## src/rtl/shift_engine.sv

```systemverilog
// -----------------------------------------------------------------------------
// shift_engine
//
// Command-driven universal shift register. A start strobe in IDLE accepts
// one of HOLD / SL / SR / LOAD / ROL / ROR / ASR. A shift of amt positions
// normally runs one position per clock. busy is high while shifting, and done
// pulses for one cycle when the command completes.
//
// Optional build macro:
//   SHIFT_ENGINE_BARREL_EN - every shift completes on the edge after start,
//                            using a single-cycle shifter. busy is never set.
//
// Ports:
//   clk    in   rising-edge clock
//   clr    in   synchronous active-high reset (priority, aborts a shift)
//   din    in   [WIDTH]  parallel load data
//   op     in   [3]      operation code, sampled with start
//   amt    in   [AMT_W]  shift count, sampled with start
//   start  in   command strobe, honoured only in IDLE
//   srsi   in   right-shift fill bit, sampled with start
//   slsi   in   left-shift fill bit, sampled with start
//   dout   out  [WIDTH]  register contents
//   sout   out  last bit shifted or rotated out
//   busy   out  multi-cycle shift in progress
//   done   out  one-cycle completion pulse
// -----------------------------------------------------------------------------
module shift_engine #(
  parameter int WIDTH = 8,
  parameter int AMT_W = 4
) (
  input  logic             clk,
  input  logic             clr,
  input  logic [WIDTH-1:0] din,
  input  logic [2:0]       op,
  input  logic [AMT_W-1:0] amt,
  input  logic             start,
  input  logic             srsi,
  input  logic             slsi,
  output logic [WIDTH-1:0] dout,
  output logic             sout,
  output logic             busy,
  output logic             done
);

  typedef enum logic [2:0] {
    OP_HOLD = 3'b000,
    OP_SL   = 3'b001,
    OP_SR   = 3'b010,
    OP_LOAD = 3'b011,
    OP_ROL  = 3'b100,
    OP_ROR  = 3'b101,
    OP_ASR  = 3'b110,
    OP_RSVD = 3'b111
  } op_e;

  typedef enum logic {
    S_IDLE  = 1'b0,
    S_SHIFT = 1'b1
  } state_e;

  // Single-position shift. Returns {bit shifted out, new data}. Both the
  // serial engine and the barrel build use this step, so the two builds give
  // the same results, including the wrap behaviour for large counts.
  function automatic logic [WIDTH:0] shift_one(input op_e o,
                                               input logic [WIDTH-1:0] v,
                                               input logic s,
                                               input logic fl,
                                               input logic fr);
    logic [WIDTH:0] r;
    r = {s, v};
    unique case (o)
      OP_SL:   r = {v[WIDTH-1], v[WIDTH-2:0], fl};
      OP_SR:   r = {v[0], fr, v[WIDTH-1:1]};
      OP_ROL:  r = {v[WIDTH-1], v[WIDTH-2:0], v[WIDTH-1]};
      OP_ROR:  r = {v[0], v[0], v[WIDTH-1:1]};
      OP_ASR:  r = {v[0], v[WIDTH-1], v[WIDTH-1:1]};
      default: r = {s, v};
    endcase
    return r;
  endfunction

  function automatic logic is_shift(input op_e o);
    return (o == OP_SL) || (o == OP_SR) || (o == OP_ROL) ||
           (o == OP_ROR) || (o == OP_ASR);
  endfunction

`ifdef SHIFT_ENGINE_BARREL_EN
  localparam int MAX_AMT = (1 << AMT_W) - 1;

  // Chain of MAX_AMT conditional single steps. Rotations take amt mod WIDTH
  // naturally, and fill or sign saturation falls out of repeated steps.
  function automatic logic [WIDTH:0] barrel(input op_e o,
                                            input logic [WIDTH-1:0] v,
                                            input logic s,
                                            input logic fl,
                                            input logic fr,
                                            input logic [AMT_W-1:0] n);
    logic [WIDTH:0] acc;
    acc = {s, v};
    for (int i = 0; i < MAX_AMT; i++) begin
      if (i < int'(n)) acc = shift_one(o, acc[WIDTH-1:0], acc[WIDTH], fl, fr);
    end
    return acc;
  endfunction
`endif

  state_e           state_q, state_d;
  logic [WIDTH-1:0] dout_q, dout_d;
  logic             sout_q, sout_d;
  logic             done_q, done_d;
  logic [AMT_W-1:0] cnt_q, cnt_d;
  op_e              op_q, op_d;
  logic             fl_q, fl_d;
  logic             fr_q, fr_d;

  op_e op_in;
  assign op_in = op_e'(op);

  // NOTE: every signal gets a default value first, so no path through this
  // block leaves a signal unassigned and no latch is inferred.
  always_comb begin
    state_d = state_q;
    dout_d  = dout_q;
    sout_d  = sout_q;
    done_d  = 1'b0;
    cnt_d   = cnt_q;
    op_d    = op_q;
    fl_d    = fl_q;
    fr_d    = fr_q;

    unique case (state_q)
      S_IDLE: begin
        if (start) begin
          if (op_in == OP_LOAD) begin
            dout_d = din;
            done_d = 1'b1;
          end else if (is_shift(op_in) && (amt != '0)) begin
`ifdef SHIFT_ENGINE_BARREL_EN
            {sout_d, dout_d} = barrel(op_in, dout_q, sout_q, slsi, srsi, amt);
            done_d           = 1'b1;
`else
            op_d    = op_in;
            cnt_d   = amt;
            fl_d    = slsi;
            fr_d    = srsi;
            state_d = S_SHIFT;
`endif
          end else begin
            // HOLD, reserved code, or a zero-length shift: just acknowledge.
            done_d = 1'b1;
          end
        end
      end

      S_SHIFT: begin
        {sout_d, dout_d} = shift_one(op_q, dout_q, sout_q, fl_q, fr_q);
        cnt_d            = cnt_q - AMT_W'(1);
        if (cnt_q == AMT_W'(1)) begin
          state_d = S_IDLE;
          done_d  = 1'b1;
        end
      end

      default: state_d = S_IDLE;
    endcase
  end

  // NOTE: sequential state uses non-blocking assignments, so every register
  // samples values from before the edge, whatever order the blocks run in.
  always_ff @(posedge clk) begin
    if (clr) begin
      state_q <= S_IDLE;
      dout_q  <= '0;
      sout_q  <= 1'b0;
      done_q  <= 1'b0;
    end else begin
      state_q <= state_d;
      dout_q  <= dout_d;
      sout_q  <= sout_d;
      done_q  <= done_d;
    end
  end

  // NOTE: the command latches are left out of reset on purpose. They are only
  // read in SHIFT, and every entry into SHIFT reloads them first.
  always_ff @(posedge clk) begin
    cnt_q <= cnt_d;
    op_q  <= op_d;
    fl_q  <= fl_d;
    fr_q  <= fr_d;
  end

  assign dout = dout_q;
  assign sout = sout_q;
  assign busy = (state_q == S_SHIFT);
  assign done = done_q;

endmodule

```

## config.mk

```make
export PLATFORM = sky130hd
export DESIGN_NAME = shift_engine
export DESIGN_NICKNAME = d
export VERILOG_FILES = /design/src/rtl/shift_engine.sv
export SDC_FILE = /design/constraint.sdc
export NUM_CORES = 1
export LEC_CHECK = 0
export BUFFER_PORTS_ARGS = -buffer_cell sky130_fd_sc_hd__buf_2
export CORE_MARGIN = 2
export CORE_UTILIZATION = 51
export CTS_CLUSTER_SIZE = 40
export DETAILED_ROUTE_END_ITERATION = 12
export GPL_TIMING_DRIVEN = 0
export PLACE_DENSITY_LB_ADDON = 0.1
export SETUP_SLACK_MARGIN = 0.5
export SYNTH_ARGS = -nofsm -noshare
export SYNTH_HDL_FRONTEND = slang
export SYNTH_SLANG_ARGS = --single-unit
```

## constraint.sdc

```tcl
create_clock -name clk -period 1.8 [get_ports clk]
set_clock_uncertainty 0.1 [all_clocks]
set_input_delay 0.36 -clock clk [delete_from_list [all_inputs] [get_ports clk]]
set_output_delay 0.36 -clock clk [all_outputs]
set_load 0.02 [all_outputs]
```

[Word level (Yosys, flattened, before mapping)]
Index checks and enable logic that the tools add are counted.
Word-level totals
  logic and storage cells: 61
  register bits after elaboration: 20
  output and inout bits: 11
  bits of input ports: 20
Operators by class
  muxes and demuxes: 18
  bitwise gates (word level): 2
  add/subtract/negate cells: 1
  eq/ne operators: 19
  reduce and logical (&&, ||, !) cells: 12
Operators by type and width (count)
  9-bit one-hot mux with 5 select lines: 1
  3-bit == test, second input constant: 6
  8-bit two-way mux: 2
  8-bit one-hot mux with 2 select lines: 1
  4-bit two-way mux: 3
  2-bit inequality test, second input constant: 5
  3-bit by 2-bit == test with 1-bit output, second input constant: 3
  1-bit two-way mux: 8
  4-bit one-hot mux with 2 select lines: 1
  4-bit AND reduction: 2
  3-bit by 1-bit == test with 1-bit output, second input constant: 2
  6-bit by 1-bit inequality test with 1-bit output, second input constant: 1
  3-bit AND reduction: 2
  5-bit by 1-bit inequality test with 1-bit output, second input constant: 1
  5-bit nonzero test: 1
  4-bit by 1-bit == test with 1-bit output, second input constant: 1
  1-bit logical OR: 4
  1-bit one-hot mux with 2 select lines: 2
  4-bit nonzero test: 1
  4-bit by 1-bit subtractor with 4-bit output, second input constant: 1
  1-bit NOT: 2
  2-bit AND reduction: 1
  1-bit logical AND: 1

[Longest topological paths before layout]
  depth in word-level cells: 10
  mapped depth: 6
  depth with buffers taken out: 5

[Worst setup path before layout]
OpenSTA, ideal clock, no wires.
  path kind: register to register
  start: reg op_q[0]
  end: reg dout_q[1] (netlist: dout[1])
  library setup time: 0.101 ns
  path buffers: 2
  data arrival time: 1.466 ns
  cell stages (with the launch flop): 7
  setup slack: 0.133 ns
  data required time: 1.599 ns
  period minus slack after synthesis: 1.667 ns
  cell sequence: edfxtp_1 > buf_6 > or3_4 > a32oi_4 > buf_6 > nand3b_1 > o41ai_1
On the way
  longest elaborated chain between the ends: 3
  elaborated cells on any way between the ends: 9
  those cells by class: eq/ne (6); mux (2); reduce/logical (1)
RTL lines
  from (decl): line 112  | op_e op_q, op_d;
  from (signal assigned): line 188  | op_q <= op_d;
  3-bit == test, or another cell as far along: line 71  | unique case (o)
  9-bit one-hot mux with 5 select lines or 6-bit by 1-bit inequality test with 1-bit output (tied branches)
  8-bit one-hot mux with 2 select lines or 3-bit AND reduction (tied branches)
  to (signal assigned): line 178  | dout_q <= dout_d;
  to (decl): line 108  | logic [WIDTH-1:0] dout_q, dout_d;
Parallel ways exist; a longest one is shown, timed or not.
A chain may end at the register's enable or synchronous reset.

[Final worst setup path]
  start: reg op_q[0]
  end: reg dout_q[5] (netlist: dout[5])
Same word-level chain as after synthesis.

==> impl_metrics.json <==
{
  "cp-start-kind": "register",
  "final_cells": 204,
  "synthMuxAreaShare": 0,
  "grt_max_degree": 12,
  "vias": 1188,
  "critPathTopFamily": "simple AND/OR/NAND/NOR gates",
  "initial_core_util": 0.5294,
  "grt_pass1_wl_um": 4540,
  "die-area_um2": 2672,
  "power.density_nw_per_um2": 691.7,
  "drtAntennaViolNets": 0,
  "dr.pass1.iters": 4,
  "arrival_ps": 1940,
  "grt_pass1_vias": 1052,
  "final-max-slew-violation-count": 0,
  "n_antenna_cell": 0,
  "relSlewSlack": 0.6764,
  "ioPinCount": 31,
  "hp-start": "srsi",
  "place_congestion": 0.7851,
  "syn_nets": 146,
  "r2r_start": "op_q[0]",
  "wl_per_cell_um": 16.94,
  "syn_inst": 124,
  "yosysWarnings": 0,
  "status": "complete, but fails checks",
  "hpwlAfterDp_um": 1951,
  "tns_ps": -26.56,
  "synth-xor-area-share": 0.01510,
  "fin_crit_ps": 1819,
  "yosys-top-cells-area": "edfxtp_1, dfxtp_1, nor2_1, nand3b_1, o41ai_1",
  "worst_skew_pair.late_latency_ps": 310,
  "ys_ff_latch": 20,
  "tightest_slew_ps": 485.4,
  "yosys.area_share.adder": 0.02157,
  "worstSetupPathType": "reg -> reg",
  "p_leak_nw": 0.7320,
  "hold_buffers": 0,
  "yosysTopAreaCellShare": 0.2330,
  "hold_violations": 0,
  "worst_slack_ps": -18.58,
  "cp.required_ps": 1920,
  "maxCapViolCount": 0,
  "swShare": 0.3187,
  "crit_fanout": 7,
  "synth_top_family_by_area": "simple AND/OR/NAND/NOR gates",
  "r2r_cells": 6,
  "synth-main-ff-cell": "dfxtp_1",
  "synth.distinct_cells": 37,
  "rsz0062_at_grt": "true",
  "cts_tree": "yes",
  "nets": 199,
  "power_mw": 1.213,
  "max_clock_freq_mhz": 549.9,
  "r2r-end": "dout[5]",
  "synth_edf_count": 9,
  "first_iter_violations": 43,
  "synth_top_area_cell": "edfxtp_1",
  "clockBufferDepth": 2,
  "peakVddDrop_uv": 701.4,
  "hold_path.class": "in -> reg",
  "area_growth_pct": 51.24,
  "synth_compound_area_frac": 0.2244,
  "min_to": "fr_q",
  "power.net_switching_mw": 0.3866,
  "hold_depth": 1,
  "nFillCells": 134,
  "timing.final.crit_share": 1.010,
  "place_ws_ps": 17.59,
  "syn_area_um2": 1160,
  "slowest_stage": "edfxtp_1",
  "core_area_um2": 2191,
  "path_cells": "buf_6, or3_4, a32oi_4, buf_6, nand3b_1, o41ai_2",
  "syn_area_per_cell_um2": 9.354,
  "path_common_cell": "buf_6",
  "grt_overflow_total": 0,
  "yosys.area_share.simple": 0.2524,
  "crit_buf_inv": 2,
  "numClockSinks": 20,
  "p_seq_frac": 0.458,
  "cts_buffers": 3,
  "num_rows": 17,
  "setup_viol": 2,
  "max_stage_delay_ps": 410,
  "drc": 0,
  "comb_power_share": 0.312,
  "root_buffer": "clkbuf_4",
  "synthArstFlopShare": 0,
  "clockPowerShare": 0.230,
  "viasPerCell": 5.824,
  "die_w_um": 51.69,
  "grt_antenna_before_repair": 0,
  "htreeDepth": 1,
  "chipHeight_um": 51.69,
  "ys_seq_area_frac": 0.4229,
  "io_buffers": 29,
  "p_int_mw": 0.8267,
  "post-place-cells": 181,
  "cp-end-kind": "register",
  "drt_wl_total_um": 3456,
  "drive_gt1_frac": 0.5398,
  "reg2reg_slack_ps": -20,
  "grt_util_all_layers": 0.2296,
  "path_clk_slew_ps": 120,
  "violations": "setup timing"
}
[stage by stage]
stage / utilization / cell area (um2) / hold WS, ps
detailed placement: 0.6214 / 1361 / 401.3
global route: 0.8007 / 1754 / 109.9
floorplan: - / 1181 / 358.9
finish: 0.8007 / 1754 / 112.7
global placement: 0.6214 / 1361 / 392.9
CTS: 0.6956 / 1524 / 117.8
[power groups by stage]
stage                     Clock, mW  Sequential (mW)  Combinational (mW)
after floorplan                   0            0.572               0.156
after global placement            0            0.553               0.246
after detailed placement          0            0.556               0.253
after CTS                     0.272            0.549               0.288
after global routing          0.288            0.559               0.406
final                         0.279            0.555               0.378
[synthesized netlist by cell type (all sizes together) (5+ instances only)]
cell type,n
buf,7
nand2,5
and3,6
nand3b,7
o21ai,9
nor2,15
inv,5
a21oi,8
o41ai,6
dfxtp,11
nand3,6
edfxtp,9
[what timing repair did]
item                                    CTS  global route
cloned                                    1             0
setup buffers                             8            10
endpoints found under the setup margin   27            32
pin swaps                                 4            12
gates resized for setup                  18            40
[worst reg2reg max path: stages (launching register included)]
cell and delay [ps]:
edfxtp_1 410, buf_6 150, or3_4 400, a32oi_4 300
buf_6 180, nand3b_1 110, o41ai_2 80
[layer usage]
layer	GRT usage	vias to the layer above	wire (um)
met5	0	-	0
met4	0.09211	0	70
met3	0.03448	9	169
met2	0.4316	55	1778
met1	0.2559	551	1438
li1	-	573	-
[placed cells by master, fill, tap and decap left out, types with 2 or more instances in the layout]
| master | instances |
|---|---|
| a21oi_1 | 5 |
| a21oi_2 | 2 |
| and3_1 | 6 |
| and3b_1 | 2 |
| buf_2 | 21 |
| buf_4 | 21 |
| buf_6 | 11 |
| clkbuf_4 | 3 |
| dfxtp_1 | 3 |
| dfxtp_2 | 6 |
| dfxtp_4 | 2 |
| edfxtp_1 | 9 |
| ha_4 | 2 |
| inv_2 | 3 |
| nand2_1 | 5 |
| nand3_1 | 5 |
| nand3b_1 | 7 |
| nor2_1 | 13 |
| nor2_2 | 2 |
| nor2b_4 | 2 |
| o21ai_0 | 7 |
| o21ai_1 | 2 |
| o41ai_1 | 2 |
| o41ai_2 | 4 |
[registers in the layout (all words and copies together), names as in the netlist]
| register | flops |
|---|---|
| dout | 8 |
| fr_q | 1 |
| busy | 1 |
| op_q | 3 |
| done | 1 |
| fl_q | 1 |
| cnt_q | 4 |
| sout | 1 |
[worst max-delay path by stage]
stage            start       end  slack, ps  cells past startpoint
5_1_grt        op_q[0]   dout[5]        -70                      6
2_1_floorplan  op_q[0]   dout[1]        180                      6
6_report       op_q[0]   dout[5]        -20                      6
4_1_cts        op_q[1]   dout[2]         30                      6
3_3_place_gp    amt[2]  cnt_q[0]         60                      5
3_5_place_dp   op_q[0]   dout[4]         20                      6
[final cells by class]
cell class / instances / area, um2 / area share
plain buffers: 9 / 71.32 / 0.04066
clock buffers: 4 / 36.28 / 0.02068
inverters: 5 / 22.52 / 0.01284
multi-input cells: 90 / 740.7 / 0.4223
flip-flops and latches: 20 / 505.5 / 0.2882
well taps: 28 / 35.03 / 0.01997
repair buffers: 48 / 342.8 / 0.1954
[logic make-up (layout without fill, tap and decap cells)]
kind of cell | after synthesis | in the layout
fa+ha+maj | 2 | 2
simple gates | 52 | 52
xor+xnor | 2 | 2
compound gates | 34 | 34
flops | 20 | 20
buf+inv | 14 | 66
(Power assumes the default switching activity.)
